[config.mk]
export PLATFORM = sky130hd
export DESIGN_NAME = riscv_alu_arbiter_flat
export DESIGN_NICKNAME = d
export VERILOG_FILES = /design/src/rtl/riscv_alu_arbiter_if.sv /design/src/rtl/riscv_alu_arbiter.sv /design/src/flat_wrapper.sv
export SDC_FILE = /design/constraint.sdc
export NUM_CORES = 1
export LEC_CHECK = 0
export CORE_UTILIZATION = 40
export CTS_CLUSTER_DIAMETER = 50
export DETAILED_ROUTE_END_ITERATION = 12
export PLACE_DENSITY = 0.84
export SETUP_SLACK_MARGIN = 0.3
export SYNTH_ARGS = -nofsm -noshare
export SYNTH_HDL_FRONTEND = slang
export SYNTH_SLANG_ARGS = --single-unit
[constraint.sdc]
create_clock -name i_clk -period 1.75 [get_ports i_clk]
set_input_delay 0.35 -clock i_clk [delete_from_list [all_inputs] [get_ports i_clk]]
set_output_delay 0.35 -clock i_clk [all_outputs]
set_load 0.01 [all_outputs]
[src/rtl/riscv_alu_arbiter_if.sv]
// Request/response bundle between two requesters and riscv_alu_arbiter.
// slave = arbiter side, master = requester side.
`ifndef XLEN
`define XLEN 32
`endif

interface riscv_alu_arbiter_if;
  logic              i_req0_valid;
  logic              o_req0_ready;
  logic [`XLEN-1:0]  i_req0_a;
  logic [`XLEN-1:0]  i_req0_b;
  logic [3:0]        i_req0_ctrl;
  logic              i_req0_zero_cond;
  logic              o_rsp0_valid;
  logic              i_rsp0_ready;
  logic [`XLEN-1:0]  o_rsp0_result;
  logic              o_rsp0_zero;

  logic              i_req1_valid;
  logic              o_req1_ready;
  logic [`XLEN-1:0]  i_req1_a;
  logic [`XLEN-1:0]  i_req1_b;
  logic [3:0]        i_req1_ctrl;
  logic              i_req1_zero_cond;
  logic              o_rsp1_valid;
  logic              i_rsp1_ready;
  logic [`XLEN-1:0]  o_rsp1_result;
  logic              o_rsp1_zero;

  modport slave (
    input  i_req0_valid, i_req0_a, i_req0_b, i_req0_ctrl, i_req0_zero_cond, i_rsp0_ready,
    input  i_req1_valid, i_req1_a, i_req1_b, i_req1_ctrl, i_req1_zero_cond, i_rsp1_ready,
    output o_req0_ready, o_rsp0_valid, o_rsp0_result, o_rsp0_zero,
    output o_req1_ready, o_rsp1_valid, o_rsp1_result, o_rsp1_zero
  );

  modport master (
    output i_req0_valid, i_req0_a, i_req0_b, i_req0_ctrl, i_req0_zero_cond, i_rsp0_ready,
    output i_req1_valid, i_req1_a, i_req1_b, i_req1_ctrl, i_req1_zero_cond, i_rsp1_ready,
    input  o_req0_ready, o_rsp0_valid, o_rsp0_result, o_rsp0_zero,
    input  o_req1_ready, o_rsp1_valid, o_rsp1_result, o_rsp1_zero
  );
endinterface

[src/rtl/riscv_alu_arbiter.sv]
// Shares one riscv_alu between the execute stage (req0, priority) and an aux unit (req1, starvation guard).
// Optional performance counters are enabled with `define RISCV_ALU_ARB_PERF_EN.
`ifndef XLEN
`define XLEN 32
`endif

module riscv_alu_arbiter #(
  parameter int STARVE_LIMIT = 4,
  parameter int CNT_W        = 16
) (
  input  logic                i_clk,
  input  logic                i_rstn,
  riscv_alu_arbiter_if.slave  bus,
  output logic [`XLEN-1:0]    o_alu_a,
  output logic [`XLEN-1:0]    o_alu_b,
  output logic [3:0]          o_alu_ctrl,
  output logic                o_alu_zero_cond,
  input  logic [`XLEN-1:0]    i_alu_result,
  input  logic                i_alu_zero
`ifdef RISCV_ALU_ARB_PERF_EN
  ,
  output logic [CNT_W-1:0]    o_perf_grant0,
  output logic [CNT_W-1:0]    o_perf_grant1,
  output logic [CNT_W-1:0]    o_perf_conflict
`endif
);

  localparam logic [1:0] ST_IDLE = 2'd0;
  localparam logic [1:0] ST_EXEC = 2'd1;
  localparam logic [1:0] ST_RESP = 2'd2;
  localparam logic [3:0] LP_LIMIT = 4'(STARVE_LIMIT);

  logic [1:0]        r_state;
  logic              r_owner;
  logic [3:0]        r_wait_cnt;
  logic [`XLEN-1:0]  r_a;
  logic [`XLEN-1:0]  r_b;
  logic [3:0]        r_ctrl;
  logic              r_zero_cond;
  logic [`XLEN-1:0]  r_result;
  logic              r_zero;

  logic w_rsp_hs;
  logic w_window;
  logic w_win1;
  logic w_rdy0;
  logic w_rdy1;
  logic w_accept;

  // Gating with i_rstn keeps ready low while reset is held, even in IDLE.
  assign w_rsp_hs = (r_state == ST_RESP) && (r_owner ? bus.i_rsp1_ready : bus.i_rsp0_ready);
  assign w_window = i_rstn && ((r_state == ST_IDLE) || w_rsp_hs);
  assign w_win1   = bus.i_req1_valid && (!bus.i_req0_valid || (r_wait_cnt >= LP_LIMIT));
  assign w_rdy1   = w_window && w_win1;
  assign w_rdy0   = w_window && bus.i_req0_valid && !w_win1;
  assign w_accept = w_rdy0 || w_rdy1;

  always_ff @(posedge i_clk or negedge i_rstn) begin
    if (!i_rstn) begin
      r_state     <= ST_IDLE;
      r_owner     <= 1'b0;
      r_a         <= '0;
      r_b         <= '0;
      r_ctrl      <= '0;
      r_zero_cond <= 1'b0;
      r_result    <= '0;
      r_zero      <= 1'b0;
    end else begin
      case (r_state)
        ST_IDLE: if (w_accept) r_state <= ST_EXEC;
        ST_EXEC: r_state <= ST_RESP;
        ST_RESP: if (w_rsp_hs) r_state <= w_accept ? ST_EXEC : ST_IDLE;
        default: r_state <= ST_IDLE;
      endcase
      if (w_accept) begin
        r_owner     <= w_rdy1;
        r_a         <= w_rdy1 ? bus.i_req1_a         : bus.i_req0_a;
        r_b         <= w_rdy1 ? bus.i_req1_b         : bus.i_req0_b;
        r_ctrl      <= w_rdy1 ? bus.i_req1_ctrl      : bus.i_req0_ctrl;
        r_zero_cond <= w_rdy1 ? bus.i_req1_zero_cond : bus.i_req0_zero_cond;
      end
      if (r_state == ST_EXEC) begin
        r_result <= i_alu_result;
        r_zero   <= i_alu_zero;
      end
    end
  end

  // Counts consecutive lost conflicts of req1; a withdrawn req1 forfeits its credit.
  always_ff @(posedge i_clk or negedge i_rstn) begin
    if (!i_rstn) begin
      r_wait_cnt <= 4'd0;
    end else if (!bus.i_req1_valid || w_rdy1) begin
      r_wait_cnt <= 4'd0;
    end else if (w_rdy0 && (r_wait_cnt < LP_LIMIT)) begin
      r_wait_cnt <= r_wait_cnt + 4'd1;
    end
  end

  assign bus.o_req0_ready  = w_rdy0;
  assign bus.o_req1_ready  = w_rdy1;
  assign bus.o_rsp0_valid  = (r_state == ST_RESP) && !r_owner;
  assign bus.o_rsp1_valid  = (r_state == ST_RESP) && r_owner;
  assign bus.o_rsp0_result = r_result;
  assign bus.o_rsp1_result = r_result;
  assign bus.o_rsp0_zero   = r_zero;
  assign bus.o_rsp1_zero   = r_zero;

  assign o_alu_a         = r_a;
  assign o_alu_b         = r_b;
  assign o_alu_ctrl      = r_ctrl;
  assign o_alu_zero_cond = r_zero_cond;

`ifdef RISCV_ALU_ARB_PERF_EN
  logic [CNT_W-1:0] r_perf_grant0;
  logic [CNT_W-1:0] r_perf_grant1;
  logic [CNT_W-1:0] r_perf_conflict;

  always_ff @(posedge i_clk or negedge i_rstn) begin
    if (!i_rstn) begin
      r_perf_grant0   <= '0;
      r_perf_grant1   <= '0;
      r_perf_conflict <= '0;
    end else begin
      if (w_rdy0) r_perf_grant0 <= r_perf_grant0 + CNT_W'(1);
      if (w_rdy1) r_perf_grant1 <= r_perf_grant1 + CNT_W'(1);
      if (w_window && bus.i_req0_valid && bus.i_req1_valid)
        r_perf_conflict <= r_perf_conflict + CNT_W'(1);
    end
  end

  assign o_perf_grant0   = r_perf_grant0;
  assign o_perf_grant1   = r_perf_grant1;
  assign o_perf_conflict = r_perf_conflict;
`else
  logic w_unused_cnt_w;
  assign w_unused_cnt_w = (CNT_W > 0);
`endif

endmodule
[src/flat_wrapper.sv]
// flat-port wrapper written by rule: the top's interface ports become plain ports
module riscv_alu_arbiter_flat 
#(
  parameter int STARVE_LIMIT = 4,
  parameter int CNT_W        = 16
)
  (i_clk, i_rstn, o_alu_a, o_alu_b, o_alu_ctrl, o_alu_zero_cond, i_alu_result, i_alu_zero, bus_i_req0_valid, bus_i_req0_a, bus_i_req0_b, bus_i_req0_ctrl, bus_i_req0_zero_cond, bus_i_rsp0_ready, bus_i_req1_valid, bus_i_req1_a, bus_i_req1_b, bus_i_req1_ctrl, bus_i_req1_zero_cond, bus_i_rsp1_ready, bus_o_req0_ready, bus_o_rsp0_valid, bus_o_rsp0_result, bus_o_rsp0_zero, bus_o_req1_ready, bus_o_rsp1_valid, bus_o_rsp1_result, bus_o_rsp1_zero);
  riscv_alu_arbiter_if bus_i ();
  input  logic i_clk;
  input  logic i_rstn;
  output logic [`XLEN-1:0] o_alu_a;
  output logic [`XLEN-1:0] o_alu_b;
  output logic [3:0] o_alu_ctrl;
  output logic o_alu_zero_cond;
  input  logic [`XLEN-1:0] i_alu_result;
  input  logic i_alu_zero;
  input wire logic [$bits(bus_i.i_req0_valid)-1:0] bus_i_req0_valid;
  input wire logic [$bits(bus_i.i_req0_a)-1:0] bus_i_req0_a;
  input wire logic [$bits(bus_i.i_req0_b)-1:0] bus_i_req0_b;
  input wire logic [$bits(bus_i.i_req0_ctrl)-1:0] bus_i_req0_ctrl;
  input wire logic [$bits(bus_i.i_req0_zero_cond)-1:0] bus_i_req0_zero_cond;
  input wire logic [$bits(bus_i.i_rsp0_ready)-1:0] bus_i_rsp0_ready;
  input wire logic [$bits(bus_i.i_req1_valid)-1:0] bus_i_req1_valid;
  input wire logic [$bits(bus_i.i_req1_a)-1:0] bus_i_req1_a;
  input wire logic [$bits(bus_i.i_req1_b)-1:0] bus_i_req1_b;
  input wire logic [$bits(bus_i.i_req1_ctrl)-1:0] bus_i_req1_ctrl;
  input wire logic [$bits(bus_i.i_req1_zero_cond)-1:0] bus_i_req1_zero_cond;
  input wire logic [$bits(bus_i.i_rsp1_ready)-1:0] bus_i_rsp1_ready;
  output wire logic [$bits(bus_i.o_req0_ready)-1:0] bus_o_req0_ready;
  output wire logic [$bits(bus_i.o_rsp0_valid)-1:0] bus_o_rsp0_valid;
  output wire logic [$bits(bus_i.o_rsp0_result)-1:0] bus_o_rsp0_result;
  output wire logic [$bits(bus_i.o_rsp0_zero)-1:0] bus_o_rsp0_zero;
  output wire logic [$bits(bus_i.o_req1_ready)-1:0] bus_o_req1_ready;
  output wire logic [$bits(bus_i.o_rsp1_valid)-1:0] bus_o_rsp1_valid;
  output wire logic [$bits(bus_i.o_rsp1_result)-1:0] bus_o_rsp1_result;
  output wire logic [$bits(bus_i.o_rsp1_zero)-1:0] bus_o_rsp1_zero;
  assign bus_i.i_req0_valid = bus_i_req0_valid;
  assign bus_i.i_req0_a = bus_i_req0_a;
  assign bus_i.i_req0_b = bus_i_req0_b;
  assign bus_i.i_req0_ctrl = bus_i_req0_ctrl;
  assign bus_i.i_req0_zero_cond = bus_i_req0_zero_cond;
  assign bus_i.i_rsp0_ready = bus_i_rsp0_ready;
  assign bus_i.i_req1_valid = bus_i_req1_valid;
  assign bus_i.i_req1_a = bus_i_req1_a;
  assign bus_i.i_req1_b = bus_i_req1_b;
  assign bus_i.i_req1_ctrl = bus_i_req1_ctrl;
  assign bus_i.i_req1_zero_cond = bus_i_req1_zero_cond;
  assign bus_i.i_rsp1_ready = bus_i_rsp1_ready;
  assign bus_o_req0_ready = bus_i.o_req0_ready;
  assign bus_o_rsp0_valid = bus_i.o_rsp0_valid;
  assign bus_o_rsp0_result = bus_i.o_rsp0_result;
  assign bus_o_rsp0_zero = bus_i.o_rsp0_zero;
  assign bus_o_req1_ready = bus_i.o_req1_ready;
  assign bus_o_rsp1_valid = bus_i.o_rsp1_valid;
  assign bus_o_rsp1_result = bus_i.o_rsp1_result;
  assign bus_o_rsp1_zero = bus_i.o_rsp1_zero;
  riscv_alu_arbiter #(.STARVE_LIMIT(STARVE_LIMIT), .CNT_W(CNT_W)) u_core (.i_clk(i_clk), .i_rstn(i_rstn), .bus(bus_i), .o_alu_a(o_alu_a), .o_alu_b(o_alu_b), .o_alu_ctrl(o_alu_ctrl), .o_alu_zero_cond(o_alu_zero_cond), .i_alu_result(i_alu_result), .i_alu_zero(i_alu_zero));
endmodule
Word level (Yosys, flattened, before mapping)
Index checks and enable logic that the tools add are counted.
- add/sub/neg operators: 1
- multiply operators: 0
- divide/modulo/power cells: 0
- $lt $le $gt $ge: 2
- equal/unequal tests: 4
- shift operators: 0
- multiplexer cells: 11
- bitwise gates (word level): 0
- reductions and logical operators: 20
- operators with widths (operator ; number):
    32-bit two-way mux ; 2
    4-bit two-way mux ; 3
    1-bit logical AND ; 9
    2-bit case mux with 3 select lines ; 1
    4-bit by 1-bit adder with 4-bit output, second input constant ; 1
    4-bit by 3-bit >= comparator with 1-bit output, second input constant ; 1
    1-bit zero test ; 4
    1-bit logical OR ; 4
    4-bit by 3-bit less-than comparator with 1-bit output, second input constant ; 1
    2-bit two-way mux ; 2
    2-bit by 1-bit != test with 1-bit output, second input constant ; 2
    1-bit two-way mux ; 3
    2-bit by 1-bit equality test with 1-bit output, second input constant ; 1
    2-bit equality test, second input constant ; 1
    2-bit zero test ; 1
    2-bit AND reduction ; 1
    2-bit nonzero test ; 1
- register bits: 109
- latch bits: 0
- RAM bits: 0
- memory bits (read-only): 0
- input bits: 177
- memories: 0

Longest topological paths before layout
Gate-level depths: netlist of run 1.
- word-level depth: 10
- depth in mapped cells: 6
- depth with buffers taken out: 4

Worst setup path after synthesis of run 1
Ideal clock, no wire load.
- kind: register to output
- start point: register u_core.r_owner
- end point: output port bus_o_req0_ready
- arrival: 1282 ps
- data required time: 1400 ps
- path slack: 118 ps
- stages on the path, launching flop included: 5
- path buffers: 1
- cells stage by stage: dfrtp_1 -> mux2i_2 -> a21o_1 -> clkbuf_1 -> nor3_1
- cells in the longest elaborated chain, start to end: 6
- ends and longest elaborated chain (item ; line ; source):
    from (decl) ; riscv_alu_arbiter.sv:34 ; logic r_owner;
    from (signal assigned) ; riscv_alu_arbiter.sv:76 ; r_owner <= w_rdy1;
    1-bit two-way mux ; riscv_alu_arbiter.sv:51 ; assign w_rsp_hs = (r_state == ST_RESP) && (r_owner ? bus.i_rsp1_ready : bus.i_rsp0_ready);
    1-bit logical AND ; riscv_alu_arbiter.sv:51 ;
    1-bit logical OR ; riscv_alu_arbiter.sv:52 ; assign w_window = i_rstn && ((r_state == ST_IDLE) || w_rsp_hs);
    1-bit logical AND ; riscv_alu_arbiter.sv:52 ;
    1-bit logical AND (2 in series) ; riscv_alu_arbiter.sv:55 ; assign w_rdy0 = w_window && bus.i_req0_valid && !w_win1;
    to (decl) ; flat_wrapper.sv:29 ; output wire logic [$bits(bus_i.o_req0_ready)-1:0] bus_o_req0_ready;
Every way passes these cells.

Final worst setup path of run 1
Ends and elaborated chain as after synthesis.

==> results of run 1 <==
metrics by stage:
| stage | total power (µW) | util (%) |
|---|---|---|
| after floorplan | 7150 | - |
| after global placement | 10100 | 64.3 |
| after detailed placement | 10300 | 64.3 |
| after CTS | 11400 | 66.4 |
| after global routing | 12200 | 68.2 |
| final | 11600 | 68.2 |
cells by family after synthesis:
logic type,count (synthesis),synth area share (%)
buffers and inverters,88,8.89
adders and majority gates,1,0.212
DFF,109,46.1
muxes,36,6.86
AOI/OAI and AO/OA,146,29.1
and+or+nand+nor,85,8.78
registers in the layout (all words and copies together), names as in the netlist:
signal,flops
u_core.bus.o_rsp0_result,32
u_core.o_alu_a,32
u_core.o_alu_b,32
u_core.o_alu_ctrl,4
u_core.r_wait_cnt,4
u_core.r_state,2
u_core.bus.o_rsp0_zero,1
u_core.o_alu_zero_cond,1
u_core.r_owner,1
worst max-delay path, stage by stage, from the launching register on:
cell and delay, ps:
dfrtp_2 430, mux2i_4 210, a21o_4 240, nor3_4 100, buf_2 140
path summary, 6_finish.rpt:
kind / from / to / slack [ps]
max: u_core.r_owner / bus_o_req0_ready / -70
min: i_rstn / u_core.o_alu_b[12] / 280
max reg2reg: u_core.r_owner / u_core.o_alu_b[30] / -40
min reg2reg: u_core.o_alu_a[27] / u_core.o_alu_a[27] / 520
max in group asynchronous: i_rstn / u_core.r_state[1] / 960
min in group i_clk: u_core.o_alu_a[27] / u_core.o_alu_a[27] / 520
routing by layer:
metal | vias to the layer above | share of wire [%] | global-route usage [%]
met5 | - | 0 | 0
met4 | 0 | 2.2 | 9.19
met3 | 28 | 5.7 | 4.17
met2 | 221 | 53 | 43.4
met1 | 2576 | 39 | 27.6
li1 | 2345 | - | -
layout by cell type (no fill, tap or decap), types with 4 or more instances in the layout:
| cell type | Yosys | routed |
|---|---|---|
| a2bb2oi_2 | 69 | 69 |
| buf_12 | 0 | 13 |
| buf_4 | 34 | 28 |
| buf_6 | 7 | 15 |
| clkbuf_16 | 0 | 13 |
| clkdlybuf4s15_1 | 0 | 4 |
| clkdlybuf4s50_1 | 0 | 172 |
| dfrtp_1 | 109 | 107 |
| dlygate4sd2_1 | 0 | 133 |
| mux2_2 | 33 | 33 |
| nand2b_1 | 72 | 70 |
| o32ai_1 | 69 | 57 |
| o32ai_2 | 0 | 12 |
where the power goes:
part	internal, µW	leakage, µW	switching (µW)
combinational	3230	0.00260	2280
sequential	3430	0.00122	685
clock	1040	0.000132	884
total	7710	0.00395	3850
area by class of cell:
class	count	share of cell area [%]
clock buffers	13	2.64
inverters	4	0.152
flip-flops and latches	109	27.6
well taps	184	2.33
repair buffers	377	38.4
clock inverters	3	0.203
diodes	1	0.0253
multi-input cells	268	28.6
repair_timing:
action	in CTS	in global routing
endpoints found under the setup margin	210	111
gates resized for setup	170	23
gates cloned	3	4
hold buffers	0	0
pin swaps	3	1
buffers inserted	6	10
==> results.sh, run 1 <==
export IMPL_worst_setup_path_start_kind="register"
export IMPL_final_max_slew_viol_count=0
export IMPL_tritoncts="built"
export IMPL_wl_per_cell_um=20.0
export IMPL_vias_per_cell=5.39
export IMPL_synth_top_cell_by_area="dfrtp_1"
export IMPL_netlist_top_cells_area="dfrtp_1 (46%), a2bb2oi_2 (18%), o32ai_1 (10%)"
export IMPL_setup_slack_ps=-66.4
export IMPL_synth_cell_types=30
export IMPL_numCtsBuffers=9
export IMPL_grt_use_total_pct=23.8
export IMPL_crit_type="register to primary output"
export IMPL_start_util_pct=40.8
export IMPL_irDropWorstVdd_mv=0.514
export IMPL_power_density_mw_per_mm2=1170
export IMPL_clockBufferDepth=2
export IMPL_worst_ep_required_time_ps=1400
export IMPL_drtPass1Iterations=4
export IMPL_synth_seq_cells=109
export IMPL_syn_area_per_cell_um2=12.7
export IMPL_netlist_area_mm2=0.00591
export IMPL_seqCellArea_mm2=0.00273
export IMPL_grt_pass1_vias=5115
export IMPL_antenna_found_initial=1
export IMPL_first_iter_violations=305
export IMPL_whs_ps=281
export IMPL_instances_no_fill=959
export IMPL_syn_nets=643
export IMPL_fmax_mhz=551
export IMPL_routabilityCongestion=0.773
export IMPL_n_fill_cell=1087
export IMPL_rsz0062_at_grt="yes"
export IMPL_tightestPinTransition_ps=703
export IMPL_cap_violations=0
export IMPL_synth_async_reset_ratio_pct=100
export IMPL_dieArea_mm2=0.0153
export IMPL_synth_cells=465
export IMPL_tns_ps=-461
export IMPL_violations="negative setup slack"
export IMPL_end_kind="primary output"
export IMPL_fin_crit_sh_pct=104
export IMPL_setup_violations=21
export IMPL_crit_arrival_ps=1470
export IMPL_ant_nets=0
export IMPL_period_needed_ps=1820
export IMPL_placed_area_mm2=0.00932
export IMPL_status="finished, violations left"
export IMPL_rr_worst_depth=8
export IMPL_path_max_fanout=3
export IMPL_multiInputGateArea_mm2=0.00282
export IMPL_grt_max_degree=58
export IMPL_hold_class="input port to asynchronous set/reset pin"
export IMPL_yosys_area_top_type_share_pct=46.1
export IMPL_insertion_delay_ps=350
export IMPL_pre_cts_slack_ps=-525
export IMPL_max_slew_margin_pct=53.2
export IMPL_total_leakage_power_uw=0.00395
export IMPL_synth_top_cells_by_count="dfrtp_1 (109), nand2b_1 (72), a2bb2oi_2 (69), o32ai_1 (69), buf_4 (34)"
export IMPL_final_cell_area_mm2=0.00988
export IMPL_path_clk_slew_ps=70
export IMPL_drc=0
export IMPL_synth_edf_count=0
export IMPL_drive_gt1_share_pct=27.5
export IMPL_synth_most_common_cell="dfrtp_1"
export IMPL_synth_top_flop_cell="dfrtp_1"
export IMPL_yosysSeqAreaShare_pct=46.1
export IMPL_die_h_um=124
export IMPL_yosys_warnings=0
export IMPL_cts_num_sinks=109
export IMPL_ctsHtreeMaxLevel=3
export IMPL_rows=44
export IMPL_grt_overflow_total=0
export IMPL_core_area_mm2=0.0145
export IMPL_die_w_um=124
export IMPL_io_pins=316
export IMPL_finalWirelength_um=19200
export IMPL_placed_cells=919
export IMPL_dp_final_hpwl_um=13600
export IMPL_finalNetCount=947
export IMPL_grt_first_pass_wirelength_um=27400
export IMPL_hold_violations=0
export IMPL_portBuffers=315
export IMPL_area_growth_pct=67.0
export IMPL_routed_via_count=5170
export IMPL_fin_worst_skew_ps=9.34
export IMPL_cts_root_buffer="clkbuf_16"
(Power assumes the default switching activity.)
==> run 2, diff against run 1 <==
--- a/config.mk
+++ b/config.mk
@@ -8,7 +8,7 @@
 export CORE_UTILIZATION = 40
 export CTS_CLUSTER_DIAMETER = 50
 export DETAILED_ROUTE_END_ITERATION = 12
-export PLACE_DENSITY = 0.84
+export PLACE_DENSITY = 0.79
 export SETUP_SLACK_MARGIN = 0.3
 export SYNTH_ARGS = -nofsm -noshare
 export SYNTH_HDL_FRONTEND = slang
==> run 2 against run 1 <==
The flow still finishes with violations (negative setup slack). Sequential share of layout area shrank 0.13 points. Critical path type unchanged. Power is 0.95% higher. Via count shrank 0.37%. Combinational power about the same.
==> results.sh, run 2 (synthesis results as in run 1) <==
export IMPL_status="finished, violations left"
export IMPL_violations="negative setup slack"
export IMPL_worst_ep_required_time_ps=1400
export IMPL_diodes=0
export IMPL_r2r_start="u_core.r_owner"
export IMPL_max_slew_margin_pct=58.0
export IMPL_antenna_found_initial=0
export IMPL_drc=0
export IMPL_r2r_end="u_core.o_alu_a[13]"
export IMPL_end_kind="primary output"
export IMPL_drtPass1Iterations=6
export IMPL_dp_final_hpwl_um=12900
export IMPL_grt_overflow_total=0
export IMPL_n_fill_cell=1126
export IMPL_total_leakage_power_uw=0.00397
export IMPL_path_clk_slew_ps=70
export IMPL_finalNetCount=937
export IMPL_die_w_um=124
export IMPL_ant_nets=0
export IMPL_vias_per_cell=5.43
export IMPL_io_pins=316
export IMPL_fmax_mhz=532
export IMPL_multiInputGateArea_mm2=0.00284
export IMPL_grt_max_degree=70
export IMPL_drive_gt1_share_pct=26.6
export IMPL_cts_num_sinks=109
export IMPL_seqCellArea_mm2=0.00273
export IMPL_first_iter_violations=198
export IMPL_fin_worst_skew_ps=7.04
export IMPL_grt_first_pass_wirelength_um=27900
export IMPL_hold_class="input port to asynchronous set/reset pin"
export IMPL_irDropWorstVdd_mv=0.575
export IMPL_tritoncts="built"
export IMPL_routed_via_count=5151
export IMPL_area_growth_pct=67.8
export IMPL_clockBufferDepth=2
export IMPL_instances_no_fill=948
export IMPL_path_max_fanout=2
export IMPL_crit_arrival_ps=1530
export IMPL_rr_worst_depth=7
export IMPL_finalWirelength_um=19200
export IMPL_numCtsBuffers=9
export IMPL_setup_slack_ps=-129
export IMPL_placed_cells=907
export IMPL_setup_violations=48
export IMPL_tightestPinTransition_ps=630
export IMPL_portBuffers=315
export IMPL_crit_type="register to primary output"
export IMPL_fin_util_pct=68.5
export IMPL_rows=44
export IMPL_final_cell_mix="clkdlybuf4s50_1 (174), dlygate4sd2_1 (134), dfrtp_1 (108)"
export IMPL_core_area_mm2=0.0145
export IMPL_period_needed_ps=1880
export IMPL_dieArea_mm2=0.0153
export IMPL_rsz0062_at_grt="yes"
export IMPL_grt_use_total_pct=24.5
export IMPL_wl_per_cell_um=20.3
export IMPL_rrSetupSlack_ps=-80
export IMPL_hold_violations=0
export IMPL_start_util_pct=40.8
export IMPL_cts_root_buffer="clkbuf_16"
export IMPL_worst_setup_path_start_kind="register"
export IMPL_routabilityCongestion=0.765
export IMPL_ctsHtreeMaxLevel=3
export IMPL_final_max_slew_viol_count=0
export IMPL_layout_commonest_cell="clkdlybuf4s50_1"
export IMPL_power_density_mw_per_mm2=1180
export IMPL_grt_pass1_vias=5233
export IMPL_die_h_um=124
export IMPL_cts_hold_buf=0
export IMPL_insertion_delay_ps=350
export IMPL_cap_violations=0
export IMPL_fin_crit_sh_pct=107
==> run 2: changes by cell type in the layout (fill, tap and decap cells not counted), moves of 3 or more <==
cell,delta
buf_12,-4
buf_16,+3
clkdlybuf4s15_1,-3
buf_6,-5
bufbuf_16,+6
buf_4,-5
==> run 2: power breakdown <==
| part | switching (µW) | internal, µW |
|---|---|---|
| sequential | 658 | 3430 |
| clock | 902 | 1150 |
| combinational | 2260 | 3270 |
| total | 3820 | 7850 |
==> run 2: worst max-delay path by stage <==
stage	from	end	slack, ps	cells after the start
after floorplan	u_core.r_owner	u_core.o_alu_a[0]	260	4
after global placement	bus_i_rsp1_ready	bus_o_req0_ready	-480	5
after detailed placement	bus_i_rsp1_ready	bus_o_req0_ready	-460	5
after CTS	u_core.r_owner	bus_o_req0_ready	-130	5
after global routing	u_core.r_owner	bus_o_req0_ready	-190	5
final	u_core.r_owner	bus_o_req0_ready	-130	5
==> run 2: layout make-up <==
class / count / area share [%]
inverters: 4 / 0.177
clock inverters: 4 / 0.479
clock buffers: 12 / 2.48
well taps: 184 / 2.32
multi-input cells: 268 / 28.6
repair buffers: 367 / 38.4
flip-flops and latches: 109 / 27.5
==> run 2: repair_timing <==
item | CTS | global route
gates cloned | 10 | 3
endpoints found under the setup margin | 278 | 78
resized for setup | 175 | 13
pin swaps | 5 | 3
buffers inserted | 11 | 1
==> run 2: stage by stage <==
| step | total power [µW] | TNS, ps | setup slack [ps] | hold slack [ps] | cell area, µm² |
|---|---|---|---|---|---|
| after floorplan | 7150 | 0 | 264 | 54.4 | 6050 |
| after global placement | 10000 | -21770 | -476 | 490 | 9180 |
| after detailed placement | 10200 | -27090 | -461 | 502 | 9180 |
| after CTS | 11700 | -3430 | -132 | 129 | 9810 |
| after global routing | 12300 | -5490 | -188 | 162 | 9920 |
| final | 11700 | -2940 | -129 | 124 | 9920 |
==> run 2: layer usage <==
| layer | track usage, % | vias to the layer above | part of all wire [%] |
|---|---|---|---|
| met4 | 8.89 | 0 | 2.1 |
| met1 | 27.9 | 2580 | 39 |
| met2 | 44.9 | 215 | 53 |
| met5 | 0 | - | 0 |
| met3 | 4.95 | 30 | 5.8 |
| li1 | - | 2326 | - |
==> run 2: worst max-delay path: stages (launching register included) <==
cell and delay [ps]:
dfrtp_2 450, mux2i_4 200, a21o_1 180, buf_6 120, nor3_4 90, buf_2 140
